$ cat config.mk
export PLATFORM = sky130hd
export DESIGN_NAME = core_power_seq_flat
export DESIGN_NICKNAME = d
export VERILOG_FILES = /design/src/rtl/core_pwr_pkg.sv /design/src/rtl/core_power_seq_if.sv /design/src/rtl/core_pwr_dwell_cnt.sv /design/src/rtl/core_power_seq.sv /design/src/flat_wrapper.sv
export SDC_FILE = /design/constraint.sdc
export NUM_CORES = 1
export LEC_CHECK = 0
export ABC_AREA = 1
export CAP_MARGIN = 20
export CORE_UTILIZATION = 45
export CTS_CLUSTER_DIAMETER = 150
export CTS_CLUSTER_SIZE = 10
export DETAILED_ROUTE_END_ITERATION = 16
export GPL_ROUTABILITY_DRIVEN = 0
export PLACE_DENSITY = 0.74
export SKIP_LAST_GASP = 1
export SLEW_MARGIN = 20
export SYNTH_ARGS = -nofsm -noshare
export SYNTH_HDL_FRONTEND = slang
export SYNTH_SLANG_ARGS = --single-unit
$ cat constraint.sdc
create_clock -name clk -period 2.94 [get_ports clk]
set_input_delay 0.441 -clock clk [delete_from_list [all_inputs] [get_ports clk]]
set_output_delay 0.441 -clock clk [all_outputs]
set_load 0.01 [all_outputs]
$ cat src/rtl/core_pwr_pkg.sv
// Shared types for the core power sequencer: state encoding, output bundle
// and the per-state output decode.
package core_pwr_pkg;

   typedef enum logic [3:0] {
      OFF     = 4'd0,
      PWR_ON  = 4'd1,
      RESTORE = 4'd2,
      ISO_OFF = 4'd3,
      CLK_ON  = 4'd4,
      RST_REL = 4'd5,
      ON      = 4'd6,
      DRAIN   = 4'd7,
      CLK_OFF = 4'd8,
      ISO_ON  = 4'd9,
      SAVE    = 4'd10,
      PWR_OFF = 4'd11
   } core_pwr_state_e;

   typedef struct packed {
      logic power_en;
      logic isolate;
      logic retain;
      logic clk_en;
      logic core_rst_n;
      logic on_ack;
      logic busy;
   } core_pwr_out_t;

   localparam core_pwr_out_t PWR_OUT_RST = 7'b0100000;

   function automatic logic is_timed(input core_pwr_state_e s);
      return !(s inside {OFF, ON, DRAIN});
   endfunction

   // Field order: power_en, isolate, retain, clk_en, core_rst_n, on_ack, busy.
   function automatic core_pwr_out_t pwr_decode(input core_pwr_state_e s, input logic ret_q);
      core_pwr_out_t o;
      o = PWR_OUT_RST;
      case (s)
         OFF:     o = {1'b0, 1'b1, ret_q, 1'b0, 1'b0, 1'b0, 1'b0};
         PWR_ON:  o = {1'b1, 1'b1, ret_q, 1'b0, 1'b0, 1'b0, 1'b1};
         RESTORE: o = {1'b1, 1'b1, 1'b0,  1'b0, 1'b0, 1'b0, 1'b1};
         ISO_OFF: o = {1'b1, 1'b0, 1'b0,  1'b0, 1'b0, 1'b0, 1'b1};
         CLK_ON:  o = {1'b1, 1'b0, 1'b0,  1'b1, 1'b0, 1'b0, 1'b1};
         RST_REL: o = {1'b1, 1'b0, 1'b0,  1'b1, 1'b1, 1'b0, 1'b1};
         ON:      o = {1'b1, 1'b0, 1'b0,  1'b1, 1'b1, 1'b1, 1'b0};
         DRAIN:   o = {1'b1, 1'b0, 1'b0,  1'b1, 1'b1, 1'b0, 1'b1};
         CLK_OFF: o = {1'b1, 1'b0, 1'b0,  1'b0, 1'b1, 1'b0, 1'b1};
         ISO_ON:  o = {1'b1, 1'b1, 1'b0,  1'b0, 1'b0, 1'b0, 1'b1};
         SAVE:    o = {1'b1, 1'b1, ret_q, 1'b0, 1'b0, 1'b0, 1'b1};
         PWR_OFF: o = {1'b0, 1'b1, ret_q, 1'b0, 1'b0, 1'b0, 1'b1};
         default: o = PWR_OUT_RST;
      endcase
      return o;
   endfunction

endpackage

$ cat src/rtl/core_power_seq_if.sv
// Request/acknowledge and power-control bundle between the SoC power manager,
// the core socket and the sequencer.
interface core_power_seq_if;
   import core_pwr_pkg::*;

   logic            on_req;
   logic            ret_en;
   logic            core_idle;
   logic            power_en;
   logic            isolate;
   logic            retain;
   logic            clk_en;
   logic            core_rst_n;
   logic            on_ack;
   logic            busy;
   core_pwr_state_e state_o;

   modport master (
      output on_req, ret_en, core_idle,
      input  power_en, isolate, retain, clk_en, core_rst_n, on_ack, busy, state_o
   );

   modport slave (
      input  on_req, ret_en, core_idle,
      output power_en, isolate, retain, clk_en, core_rst_n, on_ack, busy, state_o
   );

endinterface

$ cat src/rtl/core_pwr_dwell_cnt.sv
// Down-counter shared by every timed sequencing state; saturates at zero.
module core_pwr_dwell_cnt #(
   parameter int CNT_W = 5
) (
   input  logic             clk,
   input  logic             rst,
   input  logic             load,
   input  logic [CNT_W-1:0] load_val,
   output logic             zero
);

   logic [CNT_W-1:0] cnt_p0;

   always_ff @(posedge clk) begin
      if (rst) begin
         cnt_p0 <= '0;
      end else if (load) begin
         cnt_p0 <= load_val;
      end else if (cnt_p0 != '0) begin
         cnt_p0 <= cnt_p0 - 1'b1;
      end
   end

   assign zero = (cnt_p0 == '0);

endmodule

$ cat src/rtl/core_power_seq.sv
// Per-core power sequencer: walks timed power-up / power-down sequences on a
// level request and drives registered power-control outputs.
module core_power_seq
   import core_pwr_pkg::*;
#(
   parameter int T_PWR_UP = 16,
   parameter int T_PWR_DN = 8,
   parameter int T_STEP   = 2
) (
   input  logic            clk,
   input  logic            rst,
   core_power_seq_if.slave bus
);

   localparam int T_MAX = (T_PWR_UP > T_PWR_DN) ?
                          ((T_PWR_UP > T_STEP) ? T_PWR_UP : T_STEP) :
                          ((T_PWR_DN > T_STEP) ? T_PWR_DN : T_STEP);
   localparam int CNT_W = $clog2(T_MAX + 1);

   core_pwr_state_e  state_p0, state_d;
   core_pwr_out_t    out_d, out_p1;
   logic             ret_q;
   logic             cnt_load, cnt_zero;
   logic [CNT_W-1:0] cnt_val;

   core_pwr_dwell_cnt #(.CNT_W(CNT_W)) u_dwell (
      .clk      (clk),
      .rst      (rst),
      .load     (cnt_load),
      .load_val (cnt_val),
      .zero     (cnt_zero)
   );

   always_ff @(posedge clk) begin
      if (rst) begin
         state_p0 <= OFF;
      end else begin
         state_p0 <= state_d;
      end
   end

   always_comb begin
      state_d = state_p0;
      case (state_p0)
         OFF:     if (bus.on_req) state_d = PWR_ON;
         PWR_ON:  if (cnt_zero) state_d = RESTORE;
         RESTORE: if (cnt_zero) state_d = ISO_OFF;
         ISO_OFF: if (cnt_zero) state_d = CLK_ON;
         CLK_ON:  if (cnt_zero) state_d = RST_REL;
         RST_REL: if (cnt_zero) state_d = ON;
         ON:      if (!bus.on_req) state_d = DRAIN;
         // A returning request wins: nothing has been switched yet in DRAIN.
         DRAIN: begin
            if (bus.on_req)         state_d = ON;
            else if (bus.core_idle) state_d = CLK_OFF;
         end
         CLK_OFF: if (cnt_zero) state_d = ISO_ON;
         ISO_ON:  if (cnt_zero) state_d = SAVE;
         SAVE:    if (cnt_zero) state_d = PWR_OFF;
         PWR_OFF: if (cnt_zero) state_d = OFF;
         default: state_d = OFF;
      endcase
   end

   always_comb begin
      cnt_load = (state_d != state_p0) && is_timed(state_d);
      case (state_d)
         PWR_ON:  cnt_val = CNT_W'(T_PWR_UP - 1);
         PWR_OFF: cnt_val = CNT_W'(T_PWR_DN - 1);
         default: cnt_val = CNT_W'(T_STEP - 1);
      endcase
      out_d = pwr_decode(state_p0, ret_q);
   end

   // Output register stage: outputs trail the state register by one cycle.
   always_ff @(posedge clk) begin
      if (rst) begin
         out_p1 <= PWR_OUT_RST;
         ret_q  <= 1'b0;
      end else begin
         out_p1 <= out_d;
         if (state_p0 == DRAIN && state_d == CLK_OFF) begin
            ret_q <= bus.ret_en;
         end else if (state_p0 == RESTORE) begin
            ret_q <= 1'b0;
         end
      end
   end

   assign bus.power_en   = out_p1.power_en;
   assign bus.isolate    = out_p1.isolate;
   assign bus.retain     = out_p1.retain;
   assign bus.clk_en     = out_p1.clk_en;
   assign bus.core_rst_n = out_p1.core_rst_n;
   assign bus.on_ack     = out_p1.on_ack;
   assign bus.busy       = out_p1.busy;
   assign bus.state_o    = state_p0;

endmodule

$ cat src/flat_wrapper.sv
// flat-port wrapper written by rule: the top's interface ports become plain ports
module core_power_seq_flat import core_pwr_pkg::*;
#(
   parameter int T_PWR_UP = 16,
   parameter int T_PWR_DN = 8,
   parameter int T_STEP   = 2
)
  (clk, rst, bus_on_req, bus_ret_en, bus_core_idle, bus_power_en, bus_isolate, bus_retain, bus_clk_en, bus_core_rst_n, bus_on_ack, bus_busy, bus_state_o);
  core_power_seq_if bus_i ();
  input  logic clk;
  input  logic rst;
  input wire logic [$bits(bus_i.on_req)-1:0] bus_on_req;
  input wire logic [$bits(bus_i.ret_en)-1:0] bus_ret_en;
  input wire logic [$bits(bus_i.core_idle)-1:0] bus_core_idle;
  output wire logic [$bits(bus_i.power_en)-1:0] bus_power_en;
  output wire logic [$bits(bus_i.isolate)-1:0] bus_isolate;
  output wire logic [$bits(bus_i.retain)-1:0] bus_retain;
  output wire logic [$bits(bus_i.clk_en)-1:0] bus_clk_en;
  output wire logic [$bits(bus_i.core_rst_n)-1:0] bus_core_rst_n;
  output wire logic [$bits(bus_i.on_ack)-1:0] bus_on_ack;
  output wire logic [$bits(bus_i.busy)-1:0] bus_busy;
  output wire logic [$bits(bus_i.state_o)-1:0] bus_state_o;
  assign bus_i.on_req = bus_on_req;
  assign bus_i.ret_en = bus_ret_en;
  assign bus_i.core_idle = bus_core_idle;
  assign bus_power_en = bus_i.power_en;
  assign bus_isolate = bus_i.isolate;
  assign bus_retain = bus_i.retain;
  assign bus_clk_en = bus_i.clk_en;
  assign bus_core_rst_n = bus_i.core_rst_n;
  assign bus_on_ack = bus_i.on_ack;
  assign bus_busy = bus_i.busy;
  assign bus_state_o = bus_i.state_o;
  core_power_seq #(.T_PWR_UP(T_PWR_UP), .T_PWR_DN(T_PWR_DN), .T_STEP(T_STEP)) u_core (.clk(clk), .rst(rst), .bus(bus_i));
endmodule
==> results.ini, run 1 <==
[synth]
synthCells = 150
syn_nets = 157
syn_avg_cell_area_sq_um = 6.56
ys_ff_latch = 17
ys_seq_area_frac = 0.346
synth_cell_types = 27
yosysWarnings = 0
syn_area_sq_um = 983

[cts]
h-tree-depth = 1
insertion_delay_ps = 290
cts_root_buf = clkbuf_4
postCtsHoldBufs = 0
cts_tree = yes
postCtsSetupBuffers = 0
cts_sinks = 17
cts_buffers = 3
clkTransAtPathRegs_ps = 90
cts_resized = 0
clockBufferDepth = 2

[route]
via_per_inst = 5.32
antenna_left = 0
routedWlPerCell_microns = 12.1
drcViolationCount = 0
drt_pass1_iterations = 4
via_count = 1032
drtIter0Drc = 35
drt_wl_total_microns = 2340

[die]
core_area_sq_um = 2000
dieArea_sq_um = 2380
rows = 16
fp.dieW_microns = 48.8
boundaryPins = 16
initial_core_util = 0.491
die_y_microns = 48.8

[critical_path]
reg2reg_depth = 15
rr_startpoint = u_core.u_dwell.cnt_p0[0]
r2r_end = u_core.u_dwell.cnt_p0[1]
slowest_delay_ps = 310
cp.arrival_ps = 2250
end_kind = flip-flop
setup.worst_path.class = reg -> reg
critPathSlowestCell = dfxtp_1
crit_path_frequent_cell = nand2_1
crit_fanout = 6
regToRegSetupSlack_ps = 860
path_cells = inv_1 -> ha_1 -> inv_1 -> nor2_2 -> nand2_1 -> nand2_1 -> nand2_1 -> a21oi_2 -> nand3_1 -> nand3_1 -> nand2_2 -> nand2_1 -> nand2_1 -> nor2_1 -> nor2_1
cp-start-kind = flip-flop
worstPathRequired_ps = 3110

[grt]
grt_max_degree = 13
grtUsageTotal = 0.221
grt_overflow = 0
grt_pass1_vias = 932
antenna_found_initial = 0
grt_pass1_wl_microns = 4030

[power]
pwr-share-comb = 0.604
leakage_nw = 0.538
ir_worst_vdd_mv = 0.783
seqPwrFrac = 0.291
powerDensity_nw_per_um2 = 1000
swShare = 0.476
clockPowerShare = 0.105
switchingPower_mw = 0.563
p_int_mw = 0.619

[final_layout]
final_common_cell = nand2_1
layout_common_cells = 35 x nand2_1, 26 x nor2_1, 17 x dfxtp_1
final_cell_area_sq_um = 1180
drive_above_1_share = 0.132
seqCellArea_sq_um = 340
area_growth_pct = 20.2
n_fill_cell = 197
final_nets = 175
multi_input_area_sq_um = 561
diodes = 0

[status]
status = completed

[timing]
rsz0062_at_grt = false
fin_tns_setup_ps = 0
hold_violations = 0
min_period_ps = 2080
fin_crit_sh = 0.707
setup_viol = 0
slew_headroom = 0.687
tightest_slew_ps = 468
clock_skew_ps = 0.721
fmax_mhz = 481
final_max_slew_viol_count = 0

[worst_hold_path]
holdPathEnd = u_core.bus.retain
min_delay_path_depth = 2
hp-start = u_core.ret_q
hold_path_class = reg -> reg

[place]
dp_hpwl_microns = 1870
postPlaceCellArea_sq_um = 1160
port_buffers = 15

[run]
maxCapViolCount = 0

cell families (layout without fill, tap and decap cells):
group | after synthesis | count (layout) | share of synthesized area
fa+ha+maj | 2 | 2 | 0.0254
flops | 17 | 17 | 0.346
simple gates | 85 | 85 | 0.374
compound gates | 23 | 23 | 0.153
buf+inv | 21 | 38 | 0.0840
xor+xnor | 2 | 2 | 0.0178
state kept, by name, summed over array words and instances (netlist names):
name,count
u_core.u_dwell.cnt_p0,5
u_core.bus.state_o,4
u_core.bus.busy,1
u_core.bus.clk_en,1
u_core.bus.core_rst_n,1
u_core.bus.isolate,1
u_core.bus.on_ack,1
u_core.bus.power_en,1
u_core.bus.retain,1
u_core.ret_q,1
metrics by stage:
stage                     worst slack (ps)  utilization  std cells  total power, mW  hold slack, ps
after floorplan                       1180            -        150            0.867             415
after global placement                 820        0.578        190             1.04             426
after detailed placement               792        0.578        190             1.06             429
after CTS                              876        0.591        194             1.19             445
after global routing                   623        0.591        194             1.29             461
final                                  863        0.591        194             1.18             439
power by group through the flow:
| stage | clock (mW) | sequential [mW] | combinational, mW |
|---|---|---|---|
| final | 0.124 | 0.344 | 0.714 |
| after global routing | 0.142 | 0.353 | 0.797 |
| after CTS | 0.130 | 0.344 | 0.711 |
| after detailed placement | 0 | 0.350 | 0.706 |
| after global placement | 0 | 0.347 | 0.690 |
| after floorplan | 0 | 0.350 | 0.517 |
worst max path at each step:
stage / startpoint / to / slack (ps) / cells after the start
after global placement: bus_on_req / u_core.u_dwell.cnt_p0[1] / 820 / 15
final: u_core.u_dwell.cnt_p0[0] / u_core.u_dwell.cnt_p0[1] / 860 / 15
after global routing: u_core.u_dwell.cnt_p0[0] / u_core.u_dwell.cnt_p0[1] / 620 / 15
after detailed placement: bus_on_req / u_core.u_dwell.cnt_p0[1] / 790 / 16
after CTS: u_core.u_dwell.cnt_p0[0] / u_core.u_dwell.cnt_p0[1] / 880 / 15
after floorplan: u_core.u_dwell.cnt_p0[0] / u_core.u_dwell.cnt_p0[1] / 1180 / 15
synthesized netlist by cell type:
cell type,count,area share
inv_1,13,0.050
nand3_2,1,0.010
xor2_1,2,0.018
buf_4,1,0.0076
nand2_2,6,0.038
a21oi_2,1,0.0089
a221oi_1,1,0.0089
inv_2,5,0.019
o21ai_2,1,0.0089
nor2_1,26,0.099
clkinv_1,1,0.0038
ha_1,2,0.025
o211ai_1,2,0.015
a21oi_1,8,0.041
o21ai_1,2,0.010
nor3_1,1,0.0051
clkbuf_1,1,0.0038
nand3_1,11,0.056
a211oi_1,1,0.0076
nor2_2,4,0.025
a21boi_2,1,0.011
nand4_1,1,0.0064
nand2_1,35,0.13
o2111a_1,1,0.011
dfxtp_1,17,0.35
o311ai_0,1,0.0089
o21ai_0,4,0.020
layer usage:
layer  GRT usage  share of wire
met5           0              0
met4      0.0686          0.012
met3      0.0597          0.072
met2       0.396           0.50
met1       0.251           0.41
layout make-up:
cell class,count,area share
Multi-Input combinational cell,112,0.474
Tap cell,27,0.0286
Clock buffer,4,0.0222
Sequential cell,17,0.288
Timing Repair Buffer,15,0.127
Inverter,19,0.0603
worst max-delay path, delay by kind of cell (launching register included):
family          cells  cell delay, ps
compound gates      1             210
fa+ha+maj           1             200
simple gates       11            1040
buf+inv             2             180
flops               1             310
No activity file was read; power rests on OpenSTA's default activity.
==> run 2, diff against run 1 <==
--- a/config.mk
+++ b/config.mk
@@ -12,7 +12,7 @@
 export CTS_CLUSTER_SIZE = 10
 export DETAILED_ROUTE_END_ITERATION = 16
 export GPL_ROUTABILITY_DRIVEN = 0
-export PLACE_DENSITY = 0.74
+export PLACE_DENSITY = 0.77
 export SKIP_LAST_GASP = 1
 export SLEW_MARGIN = 20
 export SYNTH_ARGS = -nofsm -noshare
==> constraint.sdc (replaced) <==
create_clock -name clk -period 1.9 [get_ports clk]
set_input_delay 0.285 -clock clk [delete_from_list [all_inputs] [get_ports clk]]
set_output_delay 0.285 -clock clk [all_outputs]
set_load 0.01 [all_outputs]
==> run 2 against run 1 <==
Net effect:
- first-iteration DRC count stayed put
- register-to-register slack got worse by 830 ps
- sequential share of layout area shrank 4.3 points
- combinational power rose by 140%
- critical path depth up 1
- utilization grew 11 points
- critical endpoint is now u_core.u_dwell.cnt_p0[3]
- count of clock-buffer cells in the layout did not move
- final area rose by 19%
- non-clock buffer count rose by 14
- highest routed layer unchanged
- global-route usage increased by 0.33 points
- sequential power is 58% higher
==> results.ini, run 2 (synthesis results as in run 1) <==
[critical_path]
cp.arrival_ps = 2060  ; was 2250 ps
reg2reg_depth = 16  ; was 15
crit_buf_inv = 4  ; was 2
path_delay_family = simple AND/OR/NAND/NOR gates  ; unchanged
crit_fanout = 6  ; unchanged
worstPathRequired_ps = 2090  ; was 3110 ps
rr_startpoint = u_core.u_dwell.cnt_p0[1]  ; was u_core.u_dwell.cnt_p0[0]
regToRegSetupSlack_ps = 30  ; was 860 ps
path_cells = inv_2 -> ha_4 -> inv_2 -> nor2_4 -> nand2_4 -> nand2_4 -> nand3_2 -> nand2_2 -> inv_2 -> nand3_1 -> nand2_1 -> nand2_2 -> nand2_4 -> buf_4 -> a21oi_1 -> nor2_1  ; was inv_1 -> ha_1 -> inv_1 -> nor2_2 -> nand2_1 -> nand2_1 -> nand2_1 -> a21oi_2 -> nand3_1 -> nand3_1 -> nand2_2 -> nand2_1 -> nand2_1 -> nor2_1 -> nor2_1
critPathSlowestCell = dfxtp_2  ; was dfxtp_1
setup.worst_path.class = reg -> reg  ; unchanged
end_kind = flip-flop  ; unchanged
slowest_delay_ps = 330  ; was 310 ps
cp-start-kind = flip-flop  ; unchanged
r2r_end = u_core.u_dwell.cnt_p0[3]  ; was u_core.u_dwell.cnt_p0[1]

[final_layout]
diodes = 0  ; unchanged
final_nets = 189  ; was 175
drive_above_1_share = 0.337  ; was 0.132
largest_reg_flops = 5  ; unchanged
final_cell_area_sq_um = 1410  ; was 1180 sq um
final_common_cell = nand2_1  ; unchanged
regMostFlops = u_core.u_dwell.cnt_p0  ; unchanged
area_growth_pct = 43.5  ; was 20.2%
layout_common_cells = 27 x nand2_1, 23 x nor2_1, 15 x clkdlybuf4s50_1  ; was 35 x nand2_1, 26 x nor2_1, 17 x dfxtp_1
n_fill_cell = 159  ; was 197
fin_cells = 208  ; was 194

[timing]
fmax_mhz = 534  ; was 481 MHz
rsz0062_at_grt = true  ; was false
fin_crit_sh = 0.985  ; was 0.707
slew_headroom = 0.694  ; was 0.687
hold_violations = 0  ; unchanged
clock_skew_ps = 5.25  ; was 0.721 ps
tightest_slew_ps = 453  ; was 468 ps
min_period_ps = 1870  ; was 2080 ps
final_max_slew_viol_count = 0  ; unchanged
setup_viol = 0  ; unchanged

[grt]
antenna_found_initial = 0  ; unchanged
grt_overflow = 0  ; unchanged
grt_max_degree = 10  ; was 13
grtUsageTotal = 0.224  ; was 0.221
grt_pass1_vias = 1030  ; was 932
grt_pass1_wl_microns = 4240  ; was 4030 microns

[route]
drt_wl_total_microns = 2870  ; was 2340 microns
drtIter0Drc = 35  ; unchanged
drt_pass1_iterations = 6  ; was 4
routedWlPerCell_microns = 13.8  ; was 12.1 microns
via_per_inst = 5.41  ; was 5.32
drcViolationCount = 0  ; unchanged
antenna_left = 0  ; unchanged
via_count = 1126  ; was 1032

[die]
dieArea_sq_um = 2380  ; unchanged
initial_core_util = 0.491  ; unchanged
fp.dieW_microns = 48.8  ; unchanged
rows = 16  ; unchanged
boundaryPins = 16  ; unchanged
die_y_microns = 48.8  ; unchanged
core_area_sq_um = 2000  ; unchanged

[cts]
cts_tree = yes  ; unchanged
cts_sinks = 17  ; unchanged
clockBufferDepth = 2  ; unchanged
insertion_delay_ps = 290  ; about the same
h-tree-depth = 1  ; unchanged
cts_buffers = 3  ; unchanged
clkTransAtPathRegs_ps = 100  ; was 90 ps
cts_root_buf = clkbuf_4  ; unchanged

[place]
dp.cells = 200  ; was 190
postPlaceCellArea_sq_um = 1230  ; was 1160 sq um
port_buffers = 15  ; unchanged
dp_hpwl_microns = 1970  ; was 1870 microns

[worst_hold_path]
min_delay_path_depth = 2  ; unchanged
holdPathEnd = u_core.bus.retain  ; unchanged
hp-start = u_core.ret_q  ; unchanged
hold_path_class = reg -> reg  ; unchanged

[run]
maxCapViolCount = 0  ; unchanged

[power]
ir_worst_vdd_mv = 1.13  ; was 0.783 mV
leakage_nw = 0.633  ; was 0.538 nW
powerDensity_nw_per_um2 = 1720  ; was 1000 nW/um^2

[status]
status = completed  ; unchanged

-- run 2: changes by cell type in the layout (fill, tap and decap cells not counted), moves of 4 or more --
cell / change
inv_1: -4
nand2_1: -8
dfxtp_1: -4
nand2_4: +5
buf_4: +13
inv_2: +4
nor2_4: +4
dfxtp_2: +4
-- run 2: cell type report --
| type | instances | area [sq um] | area share |
|---|---|---|---|
| Multi-Input combinational cell | 112 | 676 | 0.479 |
| Sequential cell | 17 | 345 | 0.245 |
| Timing Repair Buffer | 29 | 259 | 0.184 |
| Inverter | 19 | 71.3 | 0.0505 |
| Tap cell | 27 | 33.8 | 0.0239 |
| Clock buffer | 4 | 26.3 | 0.0186 |
-- run 2: layer usage --
layer	GRT usage	routed length [microns]
met5	0	0
met4	0.0735	44
met3	0.0377	226
met2	0.387	1500
met1	0.280	1100
-- run 2: how the worst max path moves through the flow --
stage                     cells past startpoint                     start  slack [ps]                       end
after detailed placement                     16                bus_on_req         -50  u_core.u_dwell.cnt_p0[1]
after CTS                                    17  u_core.u_dwell.cnt_p0[0]           3  u_core.u_dwell.cnt_p0[1]
after floorplan                              15  u_core.u_dwell.cnt_p0[0]         140  u_core.u_dwell.cnt_p0[1]
after global placement                       16                bus_on_req        -0.8  u_core.u_dwell.cnt_p0[1]
final                                        16  u_core.u_dwell.cnt_p0[1]          30  u_core.u_dwell.cnt_p0[3]
after global routing                         17  u_core.u_dwell.cnt_p0[1]         -60  u_core.u_dwell.cnt_p0[2]
-- run 2: stage by stage --
| step | hold slack [ps] | power [mW] | utilization | TNS, ps | worst slack [ps] |
|---|---|---|---|---|---|
| 3_5_place_dp | 440 | 1.75 | 0.615 | -63.3 | -53.0 |
| 4_1_cts | 454 | 1.97 | 0.633 | 0 | 3.30 |
| 5_1_grt | 491 | 2.62 | 0.705 | -185 | -65.0 |
| 2_1_floorplan | 363 | 1.34 | - | 0 | 145 |
| 6_report | 457 | 2.43 | 0.705 | 0 | 29.1 |
| 3_3_place_gp | 427 | 1.71 | 0.615 | -0.840 | -0.840 |
-- run 2: repair_timing --
item / 4_1_cts / 5_1_grt
pin swaps: 1 / 10
gates resized for setup: 1 / 36
setup endpoints to repair: 1 / 5
hold buffers: 0 / 0
setup buffers: 1 / 3
-- run 2: tightest hold or removal path: stages (launching register included) --
cell	delay [ps]
dfxtp_1	320
nand2_1	70
nor2_1	40
-- run 2: power breakdown --
group	switching, mW	total, mW	leakage (nW)	internal, mW
combinational	0.951	1.70	0.477	0.745
clock	0.108	0.190	0.0150	0.0816
sequential	0.0834	0.545	0.141	0.462
total	1.14	2.43	0.633	1.29
